<file path="config.mk">
export PLATFORM = sky130hd
export DESIGN_NAME = pipeline_ctrl_flat
export DESIGN_NICKNAME = d
export VERILOG_FILES = /design/src/rtl/cpu_types_pkg.sv /design/src/rtl/pipeline_ctrl_if.sv /design/src/rtl/perf_counter.sv /design/src/rtl/pipeline_ctrl.sv /design/src/flat_wrapper.sv
export SDC_FILE = /design/constraint.sdc
export NUM_CORES = 1
export LEC_CHECK = 0
export ABC_CLOCK_PERIOD_IN_PS = 4800
export BUFFER_PORTS_ARGS = -buffer_cell sky130_fd_sc_hd__buf_4
export CORE_AREA = 2 2 39 41
export DETAILED_ROUTE_END_ITERATION = 10
export DIE_AREA = 0 0 41 43
export GPL_ROUTABILITY_DRIVEN = 0
export MAX_ROUTING_LAYER = met4
export PLACE_DENSITY_LB_ADDON = 0.08
export SYNTH_ARGS = -nofsm -noshare
export SYNTH_HDL_FRONTEND = slang
export SYNTH_SLANG_ARGS = --single-unit
</file>
<file path="constraint.sdc">
create_clock -name CLK -period 4.8 [get_ports CLK]
set_input_delay 1.2 -clock CLK [delete_from_list [all_inputs] [get_ports CLK]]
set_output_delay 1.2 -clock CLK [all_outputs]
set_load 0.03 [all_outputs]
</file>
<file path="src/rtl/cpu_types_pkg.sv">
// Shared CPU types for the pipeline hazard controller.
// Optional performance counters are enabled with PIPE_CTRL_PERF_EN.
package cpu_types_pkg;

   localparam int REG_W = 5;
   localparam int CNT_W = 32;

   typedef enum logic [1:0] {
      RUN     = 2'd0,
      DWAIT   = 2'd1,
      LUSTALL = 2'd2,
      HALTED  = 2'd3
   } pipectrl_state_t;

   // Register $0 is hardwired, so a load targeting it never creates a hazard.
   function automatic logic loaduse_match(input logic [REG_W-1:0] wsel,
                                          input logic [REG_W-1:0] rs,
                                          input logic [REG_W-1:0] rt);
      return (wsel != '0) && ((wsel == rs) || (wsel == rt));
   endfunction

endpackage

</file>
<file path="src/rtl/pipeline_ctrl_if.sv">
// Hazard inputs and latch-control outputs of the pipeline controller.
// Counter signals exist only when PIPE_CTRL_PERF_EN is defined.
interface pipeline_ctrl_if;
   import cpu_types_pkg::*;

   logic             ihit;
   logic             dhit;
   logic [REG_W-1:0] ifid_rs;
   logic [REG_W-1:0] ifid_rt;
   logic             idex_dREN;
   logic [REG_W-1:0] idex_wsel;
   logic             exmem_dREN;
   logic             exmem_dWEN;
   logic             ex_redirect;
   logic             memwb_halt;

   logic             pc_en;
   logic             ifid_en;
   logic             ifid_flush;
   logic             idex_en;
   logic             idex_flush;
   logic             exmem_en;
   logic             memwb_en;
   logic             halted;
`ifdef PIPE_CTRL_PERF_EN
   logic [CNT_W-1:0] stall_cnt;
   logic [CNT_W-1:0] flush_cnt;
`endif

   modport master (
      output ihit, dhit, ifid_rs, ifid_rt, idex_dREN, idex_wsel,
             exmem_dREN, exmem_dWEN, ex_redirect, memwb_halt,
      input  pc_en, ifid_en, ifid_flush, idex_en, idex_flush,
             exmem_en, memwb_en, halted
`ifdef PIPE_CTRL_PERF_EN
      , input stall_cnt, flush_cnt
`endif
   );

   modport slave (
      input  ihit, dhit, ifid_rs, ifid_rt, idex_dREN, idex_wsel,
             exmem_dREN, exmem_dWEN, ex_redirect, memwb_halt,
      output pc_en, ifid_en, ifid_flush, idex_en, idex_flush,
             exmem_en, memwb_en, halted
`ifdef PIPE_CTRL_PERF_EN
      , output stall_cnt, flush_cnt
`endif
   );

endinterface

</file>
<file path="src/rtl/perf_counter.sv">
// Saturating event counter: counts cycles with i_en high, sticks at all-ones.
module perf_counter
   import cpu_types_pkg::*;
#(
   parameter int WIDTH = CNT_W
) (
   input  logic             CLK,
   input  logic             nRST,
   input  logic             i_en,
   output logic [WIDTH-1:0] o_cnt
);

   logic [WIDTH-1:0] r_cnt;

   always_ff @(posedge CLK or negedge nRST) begin
      if (!nRST)                     r_cnt <= '0;
      else if (i_en && r_cnt != '1)  r_cnt <= r_cnt + 1'b1;
   end

   assign o_cnt = r_cnt;

endmodule

</file>
<file path="src/rtl/pipeline_ctrl.sv">
// Five-stage pipeline latch controller: memory wait, redirect, load-use and
// fetch-wait hazards plus halt. PIPE_CTRL_PERF_EN adds stall/flush counters.
module pipeline_ctrl
   import cpu_types_pkg::*;
(
   input  logic           CLK,
   input  logic           nRST,
   pipeline_ctrl_if.slave bus
);

   pipectrl_state_t r_state, w_next;

   logic w_dwait, w_loaduse;
   logic w_pc_en, w_ifid_en, w_ifid_flush, w_idex_en, w_idex_flush;
   logic w_exmem_en, w_memwb_en;

   assign w_dwait   = (bus.exmem_dREN | bus.exmem_dWEN) & ~bus.dhit;
   assign w_loaduse = bus.idex_dREN &
                      loaduse_match(bus.idex_wsel, bus.ifid_rs, bus.ifid_rt);

   always_ff @(posedge CLK or negedge nRST) begin
      if (!nRST) r_state <= RUN;
      else       r_state <= w_next;
   end

   always_comb begin
      w_next       = RUN;
      w_pc_en      = 1'b1;
      w_ifid_en    = 1'b1;
      w_ifid_flush = 1'b0;
      w_idex_en    = 1'b1;
      w_idex_flush = 1'b0;
      w_exmem_en   = 1'b1;
      w_memwb_en   = 1'b1;
      if (r_state == HALTED) begin
         w_next     = HALTED;
         w_pc_en    = 1'b0;
         w_ifid_en  = 1'b0;
         w_idex_en  = 1'b0;
         w_exmem_en = 1'b0;
         w_memwb_en = 1'b0;
      end else if (w_dwait) begin
         w_next     = DWAIT;
         w_pc_en    = 1'b0;
         w_ifid_en  = 1'b0;
         w_idex_en  = 1'b0;
         w_exmem_en = 1'b0;
         w_memwb_en = 1'b0;
      end else begin
         if (bus.ex_redirect) begin
            w_ifid_flush = 1'b1;
            w_idex_flush = 1'b1;
         end else if (w_loaduse && r_state != LUSTALL) begin
            // One bubble per load: the LUSTALL cycle lets the dependent op go.
            w_next       = LUSTALL;
            w_pc_en      = 1'b0;
            w_ifid_en    = 1'b0;
            w_idex_flush = 1'b1;
         end else if (!bus.ihit) begin
            w_pc_en      = 1'b0;
            w_ifid_flush = 1'b1;
         end
         // memwb_en is always high on this path, so the halt retires now.
         if (bus.memwb_halt) w_next = HALTED;
      end
   end

   assign bus.pc_en      = w_pc_en;
   assign bus.ifid_en    = w_ifid_en;
   assign bus.ifid_flush = w_ifid_flush;
   assign bus.idex_en    = w_idex_en;
   assign bus.idex_flush = w_idex_flush;
   assign bus.exmem_en   = w_exmem_en;
   assign bus.memwb_en   = w_memwb_en;
   assign bus.halted     = (r_state == HALTED);

`ifdef PIPE_CTRL_PERF_EN
   logic             w_stall_inc, w_flush_inc;
   logic [CNT_W-1:0] w_stall_cnt, w_flush_cnt;

   assign w_stall_inc = ~w_pc_en & (r_state != HALTED);
   assign w_flush_inc = w_ifid_flush | w_idex_flush;

   perf_counter #(.WIDTH(CNT_W)) u_stall_cnt (
      .CLK   (CLK),
      .nRST  (nRST),
      .i_en  (w_stall_inc),
      .o_cnt (w_stall_cnt)
   );

   perf_counter #(.WIDTH(CNT_W)) u_flush_cnt (
      .CLK   (CLK),
      .nRST  (nRST),
      .i_en  (w_flush_inc),
      .o_cnt (w_flush_cnt)
   );

   assign bus.stall_cnt = w_stall_cnt;
   assign bus.flush_cnt = w_flush_cnt;
`endif

endmodule
</file>
<file path="src/flat_wrapper.sv">
// flat-port wrapper written by rule: the top's interface ports become plain ports
module pipeline_ctrl_flat import cpu_types_pkg::*;
  (CLK, nRST, bus_ihit, bus_dhit, bus_ifid_rs, bus_ifid_rt, bus_idex_dREN, bus_idex_wsel, bus_exmem_dREN, bus_exmem_dWEN, bus_ex_redirect, bus_memwb_halt, bus_pc_en, bus_ifid_en, bus_ifid_flush, bus_idex_en, bus_idex_flush, bus_exmem_en, bus_memwb_en, bus_halted);
  pipeline_ctrl_if bus_i ();
  input  logic CLK;
  input  logic nRST;
  input wire logic [$bits(bus_i.ihit)-1:0] bus_ihit;
  input wire logic [$bits(bus_i.dhit)-1:0] bus_dhit;
  input wire logic [$bits(bus_i.ifid_rs)-1:0] bus_ifid_rs;
  input wire logic [$bits(bus_i.ifid_rt)-1:0] bus_ifid_rt;
  input wire logic [$bits(bus_i.idex_dREN)-1:0] bus_idex_dREN;
  input wire logic [$bits(bus_i.idex_wsel)-1:0] bus_idex_wsel;
  input wire logic [$bits(bus_i.exmem_dREN)-1:0] bus_exmem_dREN;
  input wire logic [$bits(bus_i.exmem_dWEN)-1:0] bus_exmem_dWEN;
  input wire logic [$bits(bus_i.ex_redirect)-1:0] bus_ex_redirect;
  input wire logic [$bits(bus_i.memwb_halt)-1:0] bus_memwb_halt;
  output wire logic [$bits(bus_i.pc_en)-1:0] bus_pc_en;
  output wire logic [$bits(bus_i.ifid_en)-1:0] bus_ifid_en;
  output wire logic [$bits(bus_i.ifid_flush)-1:0] bus_ifid_flush;
  output wire logic [$bits(bus_i.idex_en)-1:0] bus_idex_en;
  output wire logic [$bits(bus_i.idex_flush)-1:0] bus_idex_flush;
  output wire logic [$bits(bus_i.exmem_en)-1:0] bus_exmem_en;
  output wire logic [$bits(bus_i.memwb_en)-1:0] bus_memwb_en;
  output wire logic [$bits(bus_i.halted)-1:0] bus_halted;
  assign bus_i.ihit = bus_ihit;
  assign bus_i.dhit = bus_dhit;
  assign bus_i.ifid_rs = bus_ifid_rs;
  assign bus_i.ifid_rt = bus_ifid_rt;
  assign bus_i.idex_dREN = bus_idex_dREN;
  assign bus_i.idex_wsel = bus_idex_wsel;
  assign bus_i.exmem_dREN = bus_exmem_dREN;
  assign bus_i.exmem_dWEN = bus_exmem_dWEN;
  assign bus_i.ex_redirect = bus_ex_redirect;
  assign bus_i.memwb_halt = bus_memwb_halt;
  assign bus_pc_en = bus_i.pc_en;
  assign bus_ifid_en = bus_i.ifid_en;
  assign bus_ifid_flush = bus_i.ifid_flush;
  assign bus_idex_en = bus_i.idex_en;
  assign bus_idex_flush = bus_i.idex_flush;
  assign bus_exmem_en = bus_i.exmem_en;
  assign bus_memwb_en = bus_i.memwb_en;
  assign bus_halted = bus_i.halted;
  pipeline_ctrl u_core (.CLK(CLK), .nRST(nRST), .bus(bus_i));
endmodule
</file>
==> flow_metrics.tcl <==
set metrics [dict create \
    worst_setup_path_start_kind "input port" \
    ys_warn_count 0 \
    drive_above_1_share 0.5342 \
    final_antenna_net_count 0 \
    reg_top3 "u_core.r_state: 2 flops" \
    grt_max_degree 9 \
    synthCells 41 \
    synth-seq-area-share 0.1521 \
    finalHoldViolations 0 \
    fin_setup_tns_ps 0 \
    ctsResizeCount 0 \
    whs_ps 530.2 \
    synth_area_leaders "xnor2_1 (27%), dfrtp_1 (15%), o221ai_4 (8.0%)" \
    grt_util_all_layers 0.1157 \
    min_path_cells 2 \
    grt_pass1_vias 332 \
    cts_root_buf "clkbuf_4" \
    slew_headroom 0.7182 \
    wl_um 843 \
    worst_slew_pin_slew_ps 421.1 \
    synth-edff-count 0 \
    antenna_found_initial 0 \
    synth-seq-cells 2 \
    status "complete, no violations" \
    p_seq_frac 0.145 \
    p_clk_frac 0.273 \
    cts_tree "done" \
    stdcell_area_um2 589.3 \
    die_h_um 43 \
    post_drt_via_cell_ratio 4.438 \
    ir_drop_uv 72.55 \
    core_area_um2 1384 \
    cts.sinks 2 \
    die_w_um 41 \
    mappedNetlistArea_um2 329.1 \
    dr.pass1.iters 2 \
    placementRows 14 \
    arrival_ps 2450 \
    vias 395 \
    min_from "u_core.r_state[1]$_DFF_PN0_" \
    r2r-end "u_core.r_state[0]$_DFF_PN0_" \
    wl_per_cell_um 9.472 \
    path_clk_slew_ps 30 \
    antennaDiodeCount 0 \
    p_int_mw 0.08456 \
    criticalPathCategory "input port to output pin" \
    final_nets 99 \
    fin_crit_sh 0.7612 \
    p_sw_mw 0.05665 \
    synth.most_common_cell "xnor2_1" \
    yosys.cell_types.count 19 \
    max_freq_mhz 273.7 \
    io_buffers 31 \
    syn2layout_area_growth_pct 79.09 \
    async_flop_share 1.000 \
    drv_slew 0 \
    fin_crit_ps 3654 \
    end_kind "output pin" \
    largest_register_ffs 2 \
    power_frac_comb 0.581 \
    drtIter0Drc 1 \
    clkLatencyLatePin_ps 230 \
    place_ws_ps 1136 \
    holdBufCountCts 0 \
    setup_viol 0 \
    cts_max_path_buffers 2 \
    r2r-start "u_core.r_state[0]$_DFF_PN0_" \
    cts_buffers 3 \
    dieArea_um2 1763 \
    dp_hpwl_um 748.6 \
    finClkSkew_ps 3.603 \
    ios 32 \
    synth_top_area_share 0.2662 \
    power.total_mw 0.1412 \
    grt_pass1_wl_um 1304 \
    reg2reg_depth 4 \
    htree_levels 1 \
    hp-class "flop to flop" \
    r2r_slack_ps 3640 \
    p_sw_frac 0.4012 \
    min_to "u_core.r_state[1]$_DFF_PN0_" \
    ys.flop_type "dfrtp_1" \
    cts_setup_buffers 0 \
    power.leakage_nw 0.2691 \
    synth_fp_nets 65 \
    placed_area_um2 566.8 \
    setup_slack_ps 1146 \
    powerDensity_nw_per_um2 239.6 \
    syn_area_per_cell_um2 8.026 \
    synth_common_cells "xnor2_1 (10), nand2_1 (5), inv_1 (4)" \
    drc 0 \
    rsz0062_at_grt "false" \
    cap_viol_max_count 0 \
    initial_core_util 0.2378 \
    regMostFlops "u_core.r_state" \
    cp_max_fo 3 \
    overflow 0 \
    worstPathRequired_ps 3600 \
    yosys.area.top_type "xnor2_1" \
]
==> cell usage in the layout, fill, tap and decap left out <==
cell / synthesis / layout
buf_4: 2 / 31
xnor2_1: 10 / 10
nand2_1: 5 / 5
inv_1: 4 / 4
clkbuf_4: 0 / 3
nand3_1: 2 / 2
o21ai_0: 2 / 2
a21oi_1: 2 / 2
or3_1: 2 / 2
dfrtp_1: 2 / 2
o21ba_2: 1 / 1
nor2_1: 1 / 1
o22ai_1: 1 / 1
or4_4: 1 / 1
o221ai_4: 1 / 1
nor2_2: 1 / 1
a21boi_1: 1 / 1
o22a_1: 1 / 1
o221ai_2: 1 / 1
o21ai_1: 1 / 1
==> critical path, cell delays in order <==
cell,delay [ps]
buf_4,120
or4_4,540
o221ai_4,190
nor2_2,70
a21oi_1,150
buf_4,180
==> metrics by stage <==
stage,util,std cells
3_3_place_gp,0.4096,86
2_1_floorplan,-,41
3_5_place_dp,0.4096,86
5_1_grt,0.4259,89
4_1_cts,0.4259,89
6_report,0.4259,89
==> layout make-up <==
type	instances	area [um2]
Clock buffer	3	22.52
Tap cell	16	20.02
Sequential cell	2	50.05
Timing Repair Buffer	31	232.7
Fill cell	148	794.5
Inverter	4	15.01
Multi-Input combinational cell	33	249.0
==> routing by layer <==
layer,GRT usage,wire [um],part of all wire
met1,0.1297,315,0.37
met2,0.1594,422,0.50
met3,0.03141,79,0.094
met4,0.1000,25,0.030
met5,-,0,0
==> power groups by stage <==
| stage | Combinational (mW) | Clock, mW | Sequential [mW] |
|---|---|---|---|
| after CTS | 0.0833 | 0.0405 | 0.0206 |
| after global placement | 0.0829 | 0 | 0.0207 |
| after detailed placement | 0.0831 | 0 | 0.0207 |
| after floorplan | 0.0505 | 0 | 0.0203 |
| final | 0.0821 | 0.0386 | 0.0205 |
| after global routing | 0.0890 | 0.0419 | 0.0208 |
==> worst max path at each step <==
stage | from | end | cells past startpoint
after global placement | bus_idex_wsel[1] | bus_ifid_en | 6
final | bus_idex_wsel[1] | bus_ifid_flush | 6
after detailed placement | bus_idex_wsel[1] | bus_ifid_flush | 6
after CTS | bus_idex_wsel[1] | bus_ifid_flush | 6
after global routing | bus_idex_wsel[1] | bus_ifid_flush | 6
after floorplan | bus_exmem_dWEN | bus_ifid_flush | 4
==> logic make-up after synthesis <==
kind of cell / Yosys count / share of synthesized area
and+or+nand+nor: 12 / 0.1901
DFF: 2 / 0.1521
buffers and inverters: 6 / 0.09123
xor gates and xnor gates: 10 / 0.2661
AOI/OAI and AO/OA: 11 / 0.3004
Power figures use the tool's default switching activity.
